### src/rtl/wb_single_master_switch.sv
// ---------------------------------------------------------------------------
// wb_single_master_switch
//
// Registered Wishbone classic switch for a single initiator (the CPU) and two
// targets: target 0 (SRAM) and target 1 (peripheral window). Each access is
// decoded, forwarded with registered cyc/stb, and answered with a registered
// one-cycle ack or err. Unmapped addresses and targets that never answer end
// in a bus error so a runaway program cannot hang the bus.
//
// Handshake: the initiator presents a request by holding cyc&stb high until
// it sees ack or err; exactly one response pulse is returned per accepted
// request. A target completes the forwarded request by raising ack or err
// while its cyc&stb are high; cyc/stb drop at the edge that consumes that
// response. Dropping initiator cyc while forwarded abandons the access with
// no response.
//
// Ports:
//   wb_clk_i, wb_rst_i       clock, synchronous active-high reset
//   m_wb_*                   initiator side (cyc/stb/we/adr/sel/dat in,
//                            dat/ack/err out)
//   t0_wb_*, t1_wb_*         target side (cyc/stb/we/adr/sel/dat out,
//                            dat/ack/err in)
//   err_adr_o                address of the most recent errored access
//   timeout_o                one-cycle pulse when a timeout error is issued
//   dbg_state                current FSM state (0 IDLE, 1 FWD, 2 RESP)
// ---------------------------------------------------------------------------
module wb_single_master_switch #(
  parameter int unsigned          DEC_W   = 8,
  parameter logic [DEC_W-1:0]     T0_ADDR = 8'h00,
  parameter int unsigned          DECP_W  = 4,
  parameter logic [DECP_W-1:0]    T1_ADDR = 4'h9,
  parameter int unsigned          TIMEOUT = 255
) (
  input  logic        wb_clk_i,
  input  logic        wb_rst_i,
  input  logic        m_wb_cyc_i,
  input  logic        m_wb_stb_i,
  input  logic        m_wb_we_i,
  input  logic [31:0] m_wb_adr_i,
  input  logic [3:0]  m_wb_sel_i,
  input  logic [31:0] m_wb_dat_i,
  output logic [31:0] m_wb_dat_o,
  output logic        m_wb_ack_o,
  output logic        m_wb_err_o,
  output logic        t0_wb_cyc_o,
  output logic        t0_wb_stb_o,
  output logic        t0_wb_we_o,
  output logic [31:0] t0_wb_adr_o,
  output logic [3:0]  t0_wb_sel_o,
  output logic [31:0] t0_wb_dat_o,
  input  logic [31:0] t0_wb_dat_i,
  input  logic        t0_wb_ack_i,
  input  logic        t0_wb_err_i,
  output logic        t1_wb_cyc_o,
  output logic        t1_wb_stb_o,
  output logic        t1_wb_we_o,
  output logic [31:0] t1_wb_adr_o,
  output logic [3:0]  t1_wb_sel_o,
  output logic [31:0] t1_wb_dat_o,
  input  logic [31:0] t1_wb_dat_i,
  input  logic        t1_wb_ack_i,
  input  logic        t1_wb_err_i,
  output logic [31:0] err_adr_o,
  output logic        timeout_o,
  output logic [1:0]  dbg_state
);

  typedef enum logic [1:0] {
    IDLE = 2'd0,
    FWD  = 2'd1,
    RESP = 2'd2
  } state_t;

  localparam logic [16:0] TO_LIM = 17'(TIMEOUT);
  localparam bit          TO_EN  = (TIMEOUT != 0);

  state_t      state;
  logic [15:0] cnt;
  logic        tgt;      // 0: target 0 selected, 1: target 1 selected
  logic [31:0] req_adr;
  logic        req_we;

  logic        t0_hit, t1_hit;
  logic        tgt_ack, tgt_err;
  logic [31:0] tgt_dat;
  logic        to_hit;
  logic        fwd_exit;

  assign dbg_state = state;

  assign t0_hit = (m_wb_adr_i[31 -: DEC_W]  == T0_ADDR);
  assign t1_hit = (m_wb_adr_i[31 -: DECP_W] == T1_ADDR);

  assign tgt_ack = tgt ? t1_wb_ack_i : t0_wb_ack_i;
  assign tgt_err = tgt ? t1_wb_err_i : t0_wb_err_i;
  assign tgt_dat = tgt ? t1_wb_dat_i : t0_wb_dat_i;

  // cnt holds the number of completed FWD cycles; the current FWD cycle is
  // number cnt+1, so the forced error fires at the end of cycle TIMEOUT.
  assign to_hit   = TO_EN && (({1'b0, cnt} + 17'd1) >= TO_LIM);
  assign fwd_exit = !m_wb_cyc_i || tgt_err || tgt_ack || to_hit;

  always_ff @(posedge wb_clk_i) begin
    if (wb_rst_i) begin
      state       <= IDLE;
      cnt         <= '0;
      tgt         <= 1'b0;
      req_adr     <= '0;
      req_we      <= 1'b0;
      m_wb_dat_o  <= '0;
      m_wb_ack_o  <= 1'b0;
      m_wb_err_o  <= 1'b0;
      err_adr_o   <= '0;
      timeout_o   <= 1'b0;
      t0_wb_cyc_o <= 1'b0;
      t0_wb_stb_o <= 1'b0;
      t0_wb_we_o  <= 1'b0;
      t0_wb_adr_o <= '0;
      t0_wb_sel_o <= '0;
      t0_wb_dat_o <= '0;
      t1_wb_cyc_o <= 1'b0;
      t1_wb_stb_o <= 1'b0;
      t1_wb_we_o  <= 1'b0;
      t1_wb_adr_o <= '0;
      t1_wb_sel_o <= '0;
      t1_wb_dat_o <= '0;
    end else begin
      // Response pulses last a single cycle.
      m_wb_ack_o <= 1'b0;
      m_wb_err_o <= 1'b0;
      timeout_o  <= 1'b0;

      case (state)
        IDLE: begin
          if (m_wb_cyc_i && m_wb_stb_i) begin
            req_adr <= m_wb_adr_i;
            req_we  <= m_wb_we_i;
            cnt     <= '0;
            // Target 0 is decoded first so it wins on overlapping windows.
            if (t0_hit) begin
              tgt         <= 1'b0;
              t0_wb_cyc_o <= 1'b1;
              t0_wb_stb_o <= 1'b1;
              t0_wb_we_o  <= m_wb_we_i;
              t0_wb_adr_o <= m_wb_adr_i;
              t0_wb_sel_o <= m_wb_sel_i;
              t0_wb_dat_o <= m_wb_dat_i;
              state       <= FWD;
            end else if (t1_hit) begin
              tgt         <= 1'b1;
              t1_wb_cyc_o <= 1'b1;
              t1_wb_stb_o <= 1'b1;
              t1_wb_we_o  <= m_wb_we_i;
              t1_wb_adr_o <= m_wb_adr_i;
              t1_wb_sel_o <= m_wb_sel_i;
              t1_wb_dat_o <= m_wb_dat_i;
              state       <= FWD;
            end else begin
              m_wb_err_o <= 1'b1;
              err_adr_o  <= m_wb_adr_i;
              state      <= RESP;
            end
          end
        end

        FWD: begin
          if (fwd_exit) begin
            t0_wb_cyc_o <= 1'b0;
            t0_wb_stb_o <= 1'b0;
            t0_wb_we_o  <= 1'b0;
            t0_wb_adr_o <= '0;
            t0_wb_sel_o <= '0;
            t0_wb_dat_o <= '0;
            t1_wb_cyc_o <= 1'b0;
            t1_wb_stb_o <= 1'b0;
            t1_wb_we_o  <= 1'b0;
            t1_wb_adr_o <= '0;
            t1_wb_sel_o <= '0;
            t1_wb_dat_o <= '0;
          end
          // Abort beats everything; a target err beats a same-cycle ack; a
          // real target response beats a coincident timeout.
          if (!m_wb_cyc_i) begin
            state <= IDLE;
          end else if (tgt_err) begin
            m_wb_err_o <= 1'b1;
            err_adr_o  <= req_adr;
            state      <= RESP;
          end else if (tgt_ack) begin
            m_wb_ack_o <= 1'b1;
            // Read data is only meaningful on reads; writes keep the old value.
            if (!req_we) m_wb_dat_o <= tgt_dat;
            state <= RESP;
          end else if (to_hit) begin
            m_wb_err_o <= 1'b1;
            timeout_o  <= 1'b1;
            err_adr_o  <= req_adr;
            state      <= RESP;
          end else if (cnt != 16'hFFFF) begin
            cnt <= cnt + 16'd1;
          end
        end

        RESP: state <= IDLE;

        default: state <= IDLE;
      endcase
    end
  end

endmodule
### config.mk
export PLATFORM = sky130hd
export DESIGN_NAME = wb_single_master_switch
export DESIGN_NICKNAME = d
export VERILOG_FILES = /design/src/rtl/wb_single_master_switch.sv
export SDC_FILE = /design/constraint.sdc
export NUM_CORES = 1
export LEC_CHECK = 0
export BUFFER_PORTS_ARGS = -buffer_cell sky130_fd_sc_hd__buf_2
export CAP_MARGIN = 40
export CORE_AREA = 2 2 188 144
export DETAILED_ROUTE_END_ITERATION = 8
export DIE_AREA = 0 0 190 146
export PLACE_DENSITY = 0.69
export SYNTH_ARGS = -nofsm -noshare
export SYNTH_HDL_FRONTEND = slang
export SYNTH_SLANG_ARGS = --single-unit
### constraint.sdc
create_clock -name wb_clk_i -period 3.22 [get_ports wb_clk_i]
set_input_delay 0.644 -clock wb_clk_i [delete_from_list [all_inputs] [get_ports wb_clk_i]]
set_output_delay 0.644 -clock wb_clk_i [all_outputs]
set_load 0.03 [all_outputs]
==> results of run 1 <==
## power breakdown
part	leakage, nW	internal, W	total, W	switching [W]
Clock	0.461	0.00205	0.00333	0.00128
Sequential	2.10	0.00327	0.00331	0.0000347
Combinational	3.66	0.000210	0.000571	0.000361
## stage by stage
step,setup slack [ps],utilization [%]
2_1_floorplan,547,-
3_3_place_gp,454,48.1
3_5_place_dp,383,48.1
4_1_cts,386,51.7
5_1_grt,171,51.7
6_report,372,51.7
## synth_stat cells (3+ instances only)
cell type and number:
dfxtp_1 259, nand2_1 126, a22o_1 90, mux2i_1 72, a21oi_1 69, clkbuf_1 60
nor2_1 55, nor3_2 40, nor2b_1 35, a211oi_1 34, mux2_2 33, and2_1 23
nand3_1 21, buf_2 13, nor3_1 9, o21ai_0 8, buf_1 5, buf_6 5
a31oi_1 4, and4_1 4, nand4_1 4, a311oi_1 3, buf_4 3, inv_1 3
nand2b_1 3, nand3b_1 3, nand4b_1 3, nor4b_1 3, or4_1 3, xor2_1 3
## cell type report
cell class / instances / area [sq um]
Fill cell: 2368 / 12400
Sequential cell: 259 / 5190
Multi-Input combinational cell: 680 / 4700
Timing Repair Buffer: 376 / 2030
Clock buffer: 33 / 717
Tap cell: 344 / 430
Clock inverter: 12 / 228
Inverter: 3 / 11.3
## logic make-up (layout without fill, tap and decap cells)
group,count (synthesis),count (layout),synth area share (%)
fa+ha+maj,2,2,0.245
xor+xnor,5,5,0.428
mux,105,105,10.7
flops,259,259,50.7
simple gates,343,343,18.2
compound gates,225,225,15.9
buf+inv,89,424,3.90
## worst max-delay path by stage
stage                 endpoint  cells past startpoint
2_1_floorplan    err_adr_o[10]                     10
3_3_place_gp     err_adr_o[17]                      8
3_5_place_dp   t1_wb_dat_o[28]                      8
4_1_cts        t1_wb_dat_o[23]                      8
5_1_grt          err_adr_o[20]                      8
6_report       t1_wb_dat_o[27]                      8
## flip-flops by register name, indices dropped and copies added (netlist names)
signal,count
t0_wb_we_o,1
m_wb_dat_o,32
cnt,16
m_wb_ack_o,1
t0_wb_stb_o,1
dbg_state,2
m_wb_err_o,1
t0_wb_sel_o,4
t1_wb_we_o,1
err_adr_o,32
t1_wb_stb_o,1
t1_wb_adr_o,32
t1_wb_sel_o,4
tgt,1
req_we,1
timeout_o,1
t1_wb_dat_o,32
t0_wb_adr_o,32
t0_wb_dat_o,32
req_adr,32
## per-layer routing
metal	GRT usage, %	part of all wire (%)	up-vias	routed length [um]
met5	0	0.046	-	13
met4	4.88	1.9	2	548
met3	3.67	6.1	38	1750
met2	31.3	45	259	12700
met1	27.3	47	4070	13500
li1	-	-	4309	-
==> impl_metrics.toml, run 1 <==
[placement]
hpwl_um = 20000
finalWeightedCongestion = 0.837
portBuffers = 351
place_inst = 1662
place_area_sq_mm = 0.0124

[synth]
synth.yosys.seq_area_share_pct = 50.7
synth_area_sq_mm = 0.0102
yosys.area.top_type = "dfxtp_1"
synth-seq-cells = 259
netlist.area_leader.share_pct = 50.7
post_synth_num_cell_types = 55
synthTopCellsByArea = "dfxtp_1 51%, a22o_1 7.7%, mux2i_1 7.0%"
synth_edf_count = 0
syn_area_per_cell_sq_um = 9.95
synthArstFlopShare_pct = 0
synth_ff_type = "dfxtp_1"
syn_nets = 1171
yosysWarnings = 0
syn_inst = 1028

[final_layout]
drive_gt1_share_pct = 37.1
finalNonFillerCells = 1707
fin_area_sq_mm = 0.0133
layout_commonest_cell = "buf_2"
final_cell_mix = "350 x buf_2, 258 x dfxtp_1, 126 x nand2_1"
diodes = 0
syn_to_final_growth_pct = 30.0
nets = 1489

[detailed_routing]
ant_nets = 0
wl_um = 28500
drc = 0
avgViaCountPerCell = 5.08
dr.first_iter.drc_count = 503
num_vias = 8678
routedWlPerCell_um = 16.7
first_pass_iters = 5

[min_path]
hold_depth = 2
hold_path_class = "in2reg"
min_from = "m_wb_dat_i[19]"
whs_endpoint = "t0_wb_dat_o[19]"

[timing]
fin_setup_tns_ps = 0
rsz0062_at_grt = "false"
worst_hold_slack_ps = 330
max_freq_mhz = 351
slew_headroom_pct = 56.5
clock_skew_ps = 28.9
setup_viol = 0
worst_pin_slew_ps = 652
fin_crit_sh_pct = 88.5
period_needed_ps = 2850
finalHoldViolCount = 0
slew_violations = 0

[critical_path]
r2r_start = "cnt[0]"
critPathLaunchType = "flip-flop"
path_max_fanout = 40
ff2ff_setup_slack_ps = 370
critPathMaxStageDelay_ps = 700
crit_type = "reg2reg"
cp_top_family = "simple AND/OR/NAND/NOR gates"
rr_endpoint = "t1_wb_dat_o[27]"
crit_chain = "ha_1 > nand3_1 > nor2_1 > a31oi_1 > or4_1 > o31a_2 > buf_12 > nor3_2"
cp-startpoint = "cnt[0]"
required_ps = 3680
cp-end-kind = "flip-flop"
critPathBufInv = 1
cp.arrival_ps = 3310
worstRegToRegCells = 8
cpMaxStageDelayCell = "or4_1"

[global_routing]
grt_pass1_vias = 8274
grt_max_degree = 70
grt_overflow = 0
grt_use_total_pct = 19.6
grt_pass1_wl_um = 44800
grt_antenna_before_repair = 1

[cts]
ctsResizeCount = 0
clockBufferDepth = 3
cts-buffers-inserted = 26
cts-root-buf = "clkbuf_16"
cts.sink_count = 259
cts_setup_buffers = 0
htree_levels = 1
cts_tree = "yes"
cts-hold-fix-buffers = 0
cts.clk_slew.worst_paths_ps = 60
worstSkewPairLatency_ps = 540

[floorplan]
die-area_sq_mm = 0.0277
num_rows = 51
ios = 352
initial_core_util_pct = 39.8
die_h_um = 146
die_x_um = 190
coreArea_sq_mm = 0.0257

[pwr]
leakagePower_nw = 6.22
p_per_area_mw_per_mm2 = 542
total_power_w = 0.00721
peakVddDrop_mv = 0.353

[job]
drv_cap = 0

[run_status]
outcome = "complete, no violations"
(Power assumes the default switching activity.)
==> run 2: changes to the inputs <==
--- a/config.mk
+++ b/config.mk
@@ -10,7 +10,7 @@
 export CORE_AREA = 2 2 188 144
 export DETAILED_ROUTE_END_ITERATION = 8
 export DIE_AREA = 0 0 190 146
-export PLACE_DENSITY = 0.69
+export PLACE_DENSITY = 0.65
 export SYNTH_ARGS = -nofsm -noshare
 export SYNTH_HDL_FRONTEND = slang
 export SYNTH_SLANG_ARGS = --single-unit
==> impl_metrics.toml, run 2 (same netlist as run 1, synthesis figures left out) <==
[placement]
portBuffers = 351
hpwl_um = 20100
finalWeightedCongestion = 0.818
place_inst = 1662

[critical_path]
cpMaxStageDelayCell = "or4_1"
crit_chain = "ha_1 > and3_1 > and4_1 > mux2i_1 > or4_1 > o31a_2 > buf_12 > nor3_2"
critPathLaunchType = "flip-flop"
critPathMaxStageDelay_ps = 710
path_max_fanout = 40
crit_type = "reg2reg"
cp.arrival_ps = 3350
cp-end-kind = "flip-flop"
required_ps = 3660

[detailed_routing]
avgViaCountPerCell = 5.09
ant_nets = 0
first_pass_iters = 5
drc = 0
dr.first_iter.drc_count = 454
routedWlPerCell_um = 16.7
wl_um = 28500
num_vias = 8708

[final_layout]
fin_util_pct = 51.6
drive_gt1_share_pct = 37.1
nets = 1489
layout_commonest_cell = "buf_2"
syn_to_final_growth_pct = 29.7
n_fill_cell = 2396
final_cell_mix = "350 x buf_2, 258 x dfxtp_1, 126 x nand2_1"
finalNonFillerCells = 1711

[timing]
rsz0062_at_grt = "false"
worst_hold_slack_ps = 345
clock_skew_ps = 13.3
max_freq_mhz = 344
period_needed_ps = 2910
worst_pin_slew_ps = 676
finalHoldViolCount = 0
fin_crit_sh_pct = 90.3
slew_headroom_pct = 54.9
fin_setup_tns_ps = 0
slew_violations = 0
setup_viol = 0

[cts]
htree_levels = 1
cts-buffers-inserted = 26
cts_tree = "yes"
cts.clk_slew.worst_paths_ps = 60
worstSkewPairLatency_ps = 530
cts.sink_count = 259
clockBufferDepth = 3
cts_setup_buffers = 0
cts-root-buf = "clkbuf_16"
ctsResizeCount = 0
cts-hold-fix-buffers = 0

[floorplan]
num_rows = 51
die_x_um = 190
ios = 352
initial_core_util_pct = 39.8
die_h_um = 146
die-area_sq_mm = 0.0277
coreArea_sq_mm = 0.0257

[global_routing]
grt_use_total_pct = 19.8
grt_overflow = 0
grt_pass1_wl_um = 44800
grt_antenna_before_repair = 3
grt_max_degree = 70
grt_pass1_vias = 8242

[min_path]
hold_path_class = "in2reg"

[pwr]
p_per_area_mw_per_mm2 = 534
peakVddDrop_mv = 0.344
leakagePower_nw = 6.21

[run_status]
outcome = "complete, no violations"

[job]
drv_cap = 0
[run 2: changes by cell type in the layout (fill, tap and decap cells not counted)]
cell	delta
clkbuf_8	+3
inv_6	-1
bufinv_16	-2
diode_2	+2
clkinv_2	+2
buf_4	+2
buf_12	-2
[run 2: final timing paths]
kind	from	endpoint	slack (ps)	cells past startpoint
max reg2reg	cnt[0]	t1_wb_dat_o[19]	310	8
min reg2reg	req_adr[0]	req_adr[0]	450	2
min	m_wb_dat_i[21]	t0_wb_dat_o[21]	340	2
max	cnt[0]	t1_wb_dat_o[19]	310	8
[run 2: cell type report]
| cell class | count | area [sq um] | area share [%] |
|---|---|---|---|
| Antenna cell | 2 | 5.00 | 0.0377 |
| Sequential cell | 259 | 5190 | 39.1 |
| Timing Repair Buffer | 376 | 2000 | 15.1 |
| Tap cell | 344 | 430 | 3.24 |
| Clock inverter | 11 | 169 | 1.27 |
| Multi-Input combinational cell | 680 | 4700 | 35.5 |
| Clock buffer | 36 | 758 | 5.72 |
| Inverter | 3 | 11.3 | 0.0849 |
[run 2: worst max-delay path, delay by kind of cell (launching register included)]
| family | cells | cell delay (ps) |
|---|---|---|
| AOI/OAI and AO/OA | 1 | 420 |
| and+or+nand+nor | 4 | 1360 |
| DFF | 1 | 440 |
| buffers and inverters | 1 | 200 |
| adders and majority gates | 1 | 300 |
| muxes | 1 | 90 |
[run 2: layer usage]
layer	wire [um]	track usage [%]
met4	662	5.70
met5	13	0
met3	1730	4.20
met2	12900	31.7
met1	13200	26.8
[run 2: stage by stage]
stage	setup slack, ps	power (W)	area, sq um
after detailed placement	364	0.00395	12300
after CTS	347	0.00716	13300
after global routing	174	0.00735	13300
final	313	0.00709	13300
after floorplan	547	0.00370	10200
after global placement	406	0.00394	12300
[run 2: where the power goes]
| group | internal [W] | leakage, nW | switching [W] | total, W |
|---|---|---|---|---|
| combinational | 0.000210 | 3.66 | 0.000361 | 0.000571 |
| clock | 0.00196 | 0.457 | 0.00124 | 0.00321 |
| sequential | 0.00327 | 2.10 | 0.0000338 | 0.00331 |
| total | 0.00545 | 6.21 | 0.00164 | 0.00709 |
